[config.mk]
export PLATFORM = sky130hd
export DESIGN_NAME = lsu_align
export DESIGN_NICKNAME = d
export VERILOG_FILES = /design/src/rtl/lsu_pkg.sv /design/src/rtl/lsu_load_ext.sv /design/src/rtl/lsu_align.sv
export SDC_FILE = /design/constraint.sdc
export NUM_CORES = 1
export LEC_CHECK = 0
export CORE_MARGIN = 2
export CORE_UTILIZATION = 42
export CTS_CLUSTER_SIZE = 20
export DETAILED_ROUTE_END_ITERATION = 8
export PLACE_DENSITY = 0.77
export SLEW_MARGIN = 10
export SYNTH_ARGS = -nofsm -noshare
export SYNTH_HDL_FRONTEND = slang
export SYNTH_SLANG_ARGS = --single-unit
[constraint.sdc]
create_clock -name clk -period 4.37 [get_ports clk]
set_input_delay 0.6555 -clock clk [delete_from_list [all_inputs] [get_ports clk]]
set_output_delay 0.6555 -clock clk [all_outputs]
set_load 0.005 [all_outputs]
[src/rtl/lsu_pkg.sv]
// ============================================================================
// Module      : lsu_pkg
// Description : Shared size encodings, FSM state type and alignment helper
//               for the load/store alignment unit.
// Revision    : 1.0 - initial release
// ============================================================================
`default_nettype none

package lsu_pkg;

  localparam logic [1:0] SZ_WORD = 2'b00;
  localparam logic [1:0] SZ_HALF = 2'b01;
  localparam logic [1:0] SZ_BYTE = 2'b10;

  typedef enum logic [1:0] {
    ST_IDLE = 2'd0,
    ST_REQ  = 2'd1,
    ST_WAIT = 2'd2,
    ST_RSP  = 2'd3
  } state_e;

  // Reserved size 11 behaves as a word, including its alignment rule.
  function automatic logic is_misaligned(input logic [1:0] op, input logic [1:0] off);
    logic mis;
    case (op)
      SZ_HALF: mis = off[0];
      SZ_BYTE: mis = 1'b0;
      default: mis = (off != 2'b00);
    endcase
    return mis;
  endfunction

endpackage

`default_nettype wire

[src/rtl/lsu_load_ext.sv]
// ============================================================================
// Module      : lsu_load_ext
// Description : Combinational load-data lane select and sign/zero extension.
// Revision    : 1.0 - initial release
// ============================================================================
`default_nettype none

module lsu_load_ext
  import lsu_pkg::*;
(
  input  logic [31:0] word_i,
  input  logic [1:0]  offset_i,
  input  logic [1:0]  size_i,
  input  logic        signed_i,
  output logic [31:0] result_o
);

  logic [7:0]  sel_byte;
  logic [15:0] sel_half;

  always_comb begin
    sel_byte = word_i[{offset_i, 3'b000} +: 8];
    // Only offset bit 1 picks the half, so an odd half address rounds down.
    sel_half = offset_i[1] ? word_i[31:16] : word_i[15:0];
    case (size_i)
      SZ_BYTE: result_o = {{24{signed_i & sel_byte[7]}}, sel_byte};
      SZ_HALF: result_o = {{16{signed_i & sel_half[15]}}, sel_half};
      default: result_o = word_i;
    endcase
  end

endmodule

`default_nettype wire

[src/rtl/lsu_align.sv]
// ============================================================================
// Module      : lsu_align
// Description : Load/store alignment unit between core and word memory.
//               Define LSU_ADDR_EXC_EN to trap misaligned accesses (RspExc).
// Revision    : 1.0 - initial release
// ============================================================================
`default_nettype none

module lsu_align
  import lsu_pkg::*;
#(
  parameter int ADDR_W = 32
) (
  input  logic              clk,
  input  logic              reset,
  input  logic              ReqValid,
  output logic              ReqReady,
  input  logic              ReqWe,
  input  logic [1:0]        ReqOp,
  input  logic              ReqSigned,
  input  logic [ADDR_W-1:0] ReqAddr,
  input  logic [31:0]       ReqWData,
  output logic              MemValid,
  input  logic              MemReady,
  output logic              MemWe,
  output logic [ADDR_W-1:0] MemAddr,
  output logic [3:0]        MemBE,
  output logic [31:0]       MemWData,
  input  logic              MemRValid,
  input  logic [31:0]       MemRData,
  output logic              RspValid,
  output logic [31:0]       RspData,
  output logic              RspExc
);

  state_e            state_q, state_d;
  logic              we_q, we_d;
  logic [1:0]        op_q, op_d;
  logic              sgn_q, sgn_d;
  logic              exc_q, exc_d;
  logic [ADDR_W-1:0] addr_q, addr_d;
  logic [31:0]       wdata_q, wdata_d;
  logic [31:0]       rsp_q, rsp_d;

  logic              req_mis;
  logic [3:0]        st_be;
  logic [31:0]       st_wdata;
  logic [31:0]       ext_data;

`ifdef LSU_ADDR_EXC_EN
  assign req_mis = is_misaligned(ReqOp, ReqAddr[1:0]);
`else
  assign req_mis = 1'b0;
`endif

  lsu_load_ext u_load_ext (
    .word_i   (MemRData),
    .offset_i (addr_q[1:0]),
    .size_i   (op_q),
    .signed_i (sgn_q),
    .result_o (ext_data)
  );

  // Store lanes: replicate data across the word and enable only the target bytes.
  always_comb begin
    case (op_q)
      SZ_BYTE: begin
        st_be    = 4'b0001 << addr_q[1:0];
        st_wdata = {4{wdata_q[7:0]}};
      end
      SZ_HALF: begin
        st_be    = addr_q[1] ? 4'b1100 : 4'b0011;
        st_wdata = {2{wdata_q[15:0]}};
      end
      default: begin
        st_be    = 4'b1111;
        st_wdata = wdata_q;
      end
    endcase
  end

  always_comb begin
    state_d  = state_q;
    we_d     = we_q;
    op_d     = op_q;
    sgn_d    = sgn_q;
    exc_d    = exc_q;
    addr_d   = addr_q;
    wdata_d  = wdata_q;
    rsp_d    = rsp_q;
    ReqReady = 1'b0;
    MemValid = 1'b0;
    MemWe    = 1'b0;
    MemAddr  = '0;
    MemBE    = 4'b0000;
    MemWData = 32'h0;
    RspValid = 1'b0;
    RspData  = 32'h0;
    RspExc   = 1'b0;
    case (state_q)
      ST_IDLE: begin
        ReqReady = 1'b1;
        if (ReqValid) begin
          we_d    = ReqWe;
          op_d    = ReqOp;
          sgn_d   = ReqSigned;
          addr_d  = ReqAddr;
          wdata_d = ReqWData;
          exc_d   = req_mis;
          rsp_d   = 32'h0;
          state_d = req_mis ? ST_RSP : ST_REQ;
        end
      end
      ST_REQ: begin
        MemValid = 1'b1;
        MemWe    = we_q;
        MemAddr  = {addr_q[ADDR_W-1:2], 2'b00};
        MemBE    = we_q ? st_be : 4'b1111;
        MemWData = we_q ? st_wdata : 32'h0;
        if (MemReady) begin
          state_d = we_q ? ST_RSP : ST_WAIT;
        end
      end
      ST_WAIT: begin
        if (MemRValid) begin
          rsp_d   = ext_data;
          state_d = ST_RSP;
        end
      end
      default: begin
        RspValid = 1'b1;
        RspData  = rsp_q;
        RspExc   = exc_q;
        state_d  = ST_IDLE;
      end
    endcase
  end

  always_ff @(posedge clk or posedge reset) begin
    if (reset) begin
      state_q <= ST_IDLE;
      we_q    <= 1'b0;
      op_q    <= SZ_WORD;
      sgn_q   <= 1'b0;
      exc_q   <= 1'b0;
      addr_q  <= '0;
      wdata_q <= 32'h0;
      rsp_q   <= 32'h0;
    end else begin
      state_q <= state_d;
      we_q    <= we_d;
      op_q    <= op_d;
      sgn_q   <= sgn_d;
      exc_q   <= exc_d;
      addr_q  <= addr_d;
      wdata_q <= wdata_d;
      rsp_q   <= rsp_d;
    end
  end

endmodule

`default_nettype wire

==> impl_metrics.ini, run 1 <==
[setup_path]
critPathKind = reg -> out
r2r-start = op_q[0]
critPathArrivalTime_ns = 2.93
cp.required_ns = 3.71
path_cells = inv_1, ha_1, nor2_1, a22oi_1, nor2_1, clkdlybuf4s50_1
cp.depth = 6
critPathMaxStageDelay_ns = 0.67
crit_path_max_fanout = 26
cp-end-kind = output port
reg2reg_slack_ns = 1.47
crit_buf_inv = 2
critPathLaunchType = register
slowest_stage = nor2_1
startpoint = op_q[0]
worstRegToRegCells = 6
r2r_end = rsp_q[16]
crit_path_frequent_cell = nor2_1
crit_family = simple AND/OR/NAND/NOR gates
crit_end = MemWData[17]

[sta]
fin_worst_skew_ns = 0.00792
rsz0062_at_grt = no
fmax_mhz = 279
final-hold-violation-count = 0
fin_crit_ns = 3.58
relSlewSlack_pct = 38.5
slew_violations = 0
tightest_slew_ns = 0.922
tns_ns = 0
hold-worst-slack_ns = 0.472
setup_viol = 0
min_period_over_period_pct = 82.0

[clocking]
cts.path.max_buffers = 2
cts_root_buffer = clkbuf_16
cts_tree = done
clk_pin_slew_ns = 0.07
cts-buffers-inserted = 9
cts-htree-levels = 3
insertion_delay_ns = 0.35
ctsResizeCount = 0
cts_hold_buf = 0
cts_sinks = 102
cts_setup_buffers = 0

[floorplanning]
die_w_um = 116
io_pins = 210
rows = 41
core_um2 = 12500
die_area_um2 = 13500
initial_core_util_pct = 42.5
die_y_um = 116

[finish]
area_growth_pct = 47.1
antenna_cells = 0
final_core_util_pct = 62.5
seq_area_um2 = 2550
final_area_um2 = 7790
fin_nets = 783
nFillCells = 1032
multi_input_area_um2 = 2530
layout-drive-gt1-share_pct = 15.7

[routing]
routed-via-count = 4639
viasPerCell = 5.46
wl_mm = 16.0
dr.pass1.iters = 6
drt_iter0_drc = 369
drc_errors = 0
ant_nets = 0
post_drt_wl_per_cell_um = 18.8

[yosys]
yosysWarnings = 0
synth.distinct_cells = 36
synth-edff-count = 0
synth.largest_area_cell = dfrtp_1
ys_top_cells_by_count = dfrtp_1, mux2_2, and2_1
synth_top_area_share_pct = 48.2
synth.yosys.seq_area_share_pct = 48.2
syn_area_um2 = 5300
ys_top_cells_by_area = dfrtp_1, mux2_2, and2_1
async_flop_share_pct = 100
synth_seq_cells = 102
avgSynthCellArea_um2 = 10.9
synth_ff_type = dfrtp_1
synth_cells = 487
yosys.cell_count.top_type = dfrtp_1

[global_routing]
grt_max_degree = 49
grt_pass1_vias = 4616
grt_pass1_wl_mm = 24.5
grt_usage_pct = 23.7
grt_overflow_total = 0
antenna_found_initial = 0

[place]
dp_hpwl_mm = 11.6
place.gp.congestion = 0.867
port_buffers = 206
placed_area_um2 = 7460

[pwr]
pwr-share-seq_pct = 33.6
switching_share_pct = 36.8
leakage_nw = 3.21
ir_worst_vdd_v = 0.000281
total_power_w = 0.00515
powerDensity_nw_per_um2 = 661
p_int_w = 0.00325
pwr-share-comb_pct = 49.2
power_frac_clock_pct = 17.3
switchingPower_w = 0.00190

[worst_hold_path]
min_path_type = reg -> reg

[flow_run]
drv_cap = 0

[run_status]
status = complete, no violations
==> cell families after synthesis <==
| group | share of synthesized area (%) |
|---|---|
| mux | 16.5 |
| buf+inv | 4.20 |
| simple gates | 13.5 |
| compound gates | 16.2 |
| flops | 48.2 |
| fa+ha+maj | 1.42 |
| other cells | 0.0708 |
==> layer usage <==
layer / routed length (µm) / up-vias / GRT usage, % / part of all wire [%]
met3: 1400 / 35 / 6.07 / 8.8
met1: 6640 / 2267 / 31.3 / 42
met4: 443 / 0 / 10.3 / 2.8
met5: 0 / - / 0 / 0
li1: - / 2110 / - / -
met2: 7480 / 227 / 37.0 / 47
==> area by class of cell <==
class	count	area share [%]
Multi-Input combinational cell	334	32.5
Clock buffer	10	3.07
Inverter	12	0.610
Clock inverter	6	1.17
Sequential cell	102	32.7
Timing Repair Buffer	213	27.1
Tap cell	172	2.76
==> metrics by stage <==
| stage | cells | setup slack, ns |
|---|---|---|
| global route | 849 | 0.558 |
| detailed placement | 833 | 1.18 |
| floorplan | 489 | 1.04 |
| CTS | 849 | 0.803 |
| finish | 849 | 0.788 |
| global placement | 833 | 1.23 |
==> flip-flops by register name (all words and copies together) (netlist names) <==
| register | cells |
|---|---|
| rsp_q | 32 |
| sgn_q | 1 |
| wdata_q | 32 |
| state_q | 2 |
| op_q | 2 |
| addr_q | 32 |
| we_q | 1 |
==> cells in the final DEF, fill, tap and decap left out, types with 2 or more instances in the layout <==
cell type / count
clkdlybuf4s50_1: 206
dfrtp_1: 102
mux2_2: 76
and2_1: 66
a221o_1: 31
o21ai_0: 30
nor2_1: 25
nand2_1: 21
a22oi_1: 15
a21oi_1: 14
inv_1: 10
and3_1: 9
clkbuf_16: 9
a221oi_1: 8
o211ai_1: 7
buf_4: 7
ha_1: 6
nor2b_1: 4
nand2b_1: 3
conb_1: 3
inv_6: 3
mux2i_1: 2
nand3_1: 2
bufinv_16: 2
==> worst register-to-register path: stages (launching register included) <==
cell and delay [ns]:
dfrtp_1 0.38, inv_1 0.06, ha_1 0.63, inv_2 0.42, nand3_1 0.39, a211oi_4 0.74
a221o_1 0.22
==> worst min path at each step <==
stage / start / end / slack (ns) / depth (start not counted)
final: rsp_q[15] / rsp_q[15] / 0.47 / 2
after global routing: addr_q[3] / addr_q[3] / 0.51 / 1
after CTS: rsp_q[15] / rsp_q[15] / 0.48 / 2
after detailed placement: rsp_q[15] / rsp_q[15] / 0.46 / 2
after global placement: rsp_q[15] / rsp_q[15] / 0.46 / 2
after floorplan: rsp_q[10] / rsp_q[10] / 0.44 / 2
==> power by group through the flow <==
stage | Clock, W | Combinational (W) | Sequential, W
floorplan | 0 | 0.00165 | 0.00158
global placement | 0 | 0.00246 | 0.00170
detailed placement | 0 | 0.00252 | 0.00173
CTS | 0.000905 | 0.00253 | 0.00172
global route | 0.000937 | 0.00277 | 0.00179
finish | 0.000889 | 0.00253 | 0.00173
(Power assumes the default switching activity.)
==> run 2, diff against run 1 <==
- clock period: 4.37 -> 3.3 ns (I/O delays scaled with it)
==> run 2 against run 1 <==
Register-to-register slack worse by 0.86 ns. Combinational power is 36% higher. Worst hold slack improved by 0.011 ns. Power is 33% higher. Core utilization increased by 0.32 points. Clock-buffer cell count is 2 higher. First-iteration DRC count down 24%. Sequential power grew 32%. Flip-flop and latch count stayed put. Non-clock buffer count is 3 higher. Via count rose by 0.47%. Critical path type unchanged. Largest cell class unchanged.
==> impl_metrics.ini, run 2 (synthesized netlist as in run 1, its figures left out) <==
[routing]
drt_iter0_drc = 282
post_drt_wl_per_cell_um = 18.8
wl_mm = 16.0
dr.pass1.iters = 5
routed-via-count = 4661
viasPerCell = 5.48
ant_nets = 0
drc_errors = 0

[global_routing]
grt_pass1_vias = 4739
grt_usage_pct = 23.6
grt_overflow_total = 0
grt_pass1_wl_mm = 24.8
antenna_found_initial = 0
grt_max_degree = 65

[setup_path]
path_cells = inv_1, ha_2, buf_4, inv_2, o21ai_0, nor2_1, clkdlybuf4s50_1
slowest_stage = clkdlybuf4s50_1
cp.required_ns = 2.80
crit_path_max_fanout = 19
critPathArrivalTime_ns = 2.51
crit_buf_inv = 4
startpoint = op_q[0]
critPathLaunchType = register
critPathMaxStageDelay_ns = 0.52
cp-end-kind = output port
critPathKind = reg -> out
crit_family = buffers and inverters
r2r-start = op_q[0]

[clocking]
cts_tree = done
cts_root_buffer = clkbuf_16
cts_hold_buf = 0
cts.path.max_buffers = 2
cts-buffers-inserted = 9
clk_pin_slew_ns = 0.07
cts_sinks = 102
cts-htree-levels = 3
insertion_delay_ns = 0.34

[finish]
layout-drive-gt1-share_pct = 16.1
seq_area_um2 = 2550
fin_nets = 786
final_core_util_pct = 62.9
nFillCells = 1043
multi_input_area_um2 = 2540
antenna_cells = 0
final_cell_mix = clkdlybuf4s50_1, dfrtp_1, mux2_2
final_common_cell = clkdlybuf4s50_1
reg_top3 = addr_q (32), rsp_q (32), wdata_q (32)
final_area_um2 = 7840
area_growth_pct = 47.8

[place]
place.gp.congestion = 0.912
port_buffers = 206
dp_hpwl_mm = 11.7
placed_area_um2 = 7510

[sta]
fmax_mhz = 332
final-hold-violation-count = 0
min_period_over_period_pct = 91.2
fin_worst_skew_ns = 0.00788
relSlewSlack_pct = 50.9
tns_ns = 0
fin_crit_ns = 3.01
setup_viol = 0
tightest_slew_ns = 0.736
rsz0062_at_grt = no
slew_violations = 0

[pwr]
total_power_w = 0.00687
ir_worst_vdd_v = 0.000546
leakage_nw = 3.22
powerDensity_nw_per_um2 = 877

[floorplanning]
die_area_um2 = 13500
io_pins = 210
die_w_um = 116
die_y_um = 116
core_um2 = 12500
rows = 41
initial_core_util_pct = 42.5

[worst_hold_path]
min-delay-start = rsp_q[12]
min_path_type = reg -> reg

[flow_run]
drv_cap = 0

[run_status]
status = complete, no violations
## run 2: power breakdown
| group | internal [W] | leakage (nW) | switching, W |
|---|---|---|---|
| combinational | 0.00183 | 1.81 | 0.00162 |
| sequential | 0.00185 | 1.26 | 0.000436 |
| clock | 0.000684 | 0.153 | 0.000453 |
## run 2: final timing paths
| check | slack [ns] | cells past startpoint | to |
|---|---|---|---|
| min in group asynchronous | 0.55 | 2 | rsp_q[25] |
| worst max register to register | 0.61 | 7 | rsp_q[26] |
| worst min-delay path | 0.48 | 2 | rsp_q[12] |
| max in group asynchronous | 2.03 | 3 | addr_q[8] |
| worst min register to register | 0.48 | 2 | rsp_q[12] |
| worst max-delay path | 0.29 | 7 | MemWData[30] |
## run 2: timing repair
action / 4_1_cts / 5_1_grt
gates resized for setup: 0 / 3
setup endpoints to repair: 0 / 9
buffers inserted: 0 / 0
## run 2: stage by stage
| stage | cells | hold slack [ns] | setup slack, ns |
|---|---|---|---|
| 4_1_cts | 851 | 0.481 | 0.0313 |
| 6_report | 851 | 0.484 | 0.290 |
| 2_1_floorplan | 489 | 0.442 | 0.130 |
| 3_5_place_dp | 836 | 0.465 | 0.414 |
| 5_1_grt | 851 | 0.497 | 0.127 |
| 3_3_place_gp | 836 | 0.459 | 0.541 |
## run 2: area by class of cell
type | count | area share (%)
Sequential cell | 102 | 32.6
Multi-Input combinational cell | 334 | 32.4
Timing Repair Buffer | 216 | 27.6
Clock buffer | 12 | 3.15
Tap cell | 172 | 2.75
Clock inverter | 3 | 0.878
Inverter | 12 | 0.607
## run 2: routing by layer
metal,track usage (%),up-vias,part of all wire (%)
met5,0,-,0
met2,38.2,244,48
li1,-,2107,-
met1,30.1,2275,40
met4,7.62,0,2.5
met3,7.89,35,9.6
## run 2: worst min-delay path, cell delays in order (launching register included)
cell and delay (ns):
dfrtp_1 0.34, nand2_1 0.05, o21ai_0 0.06
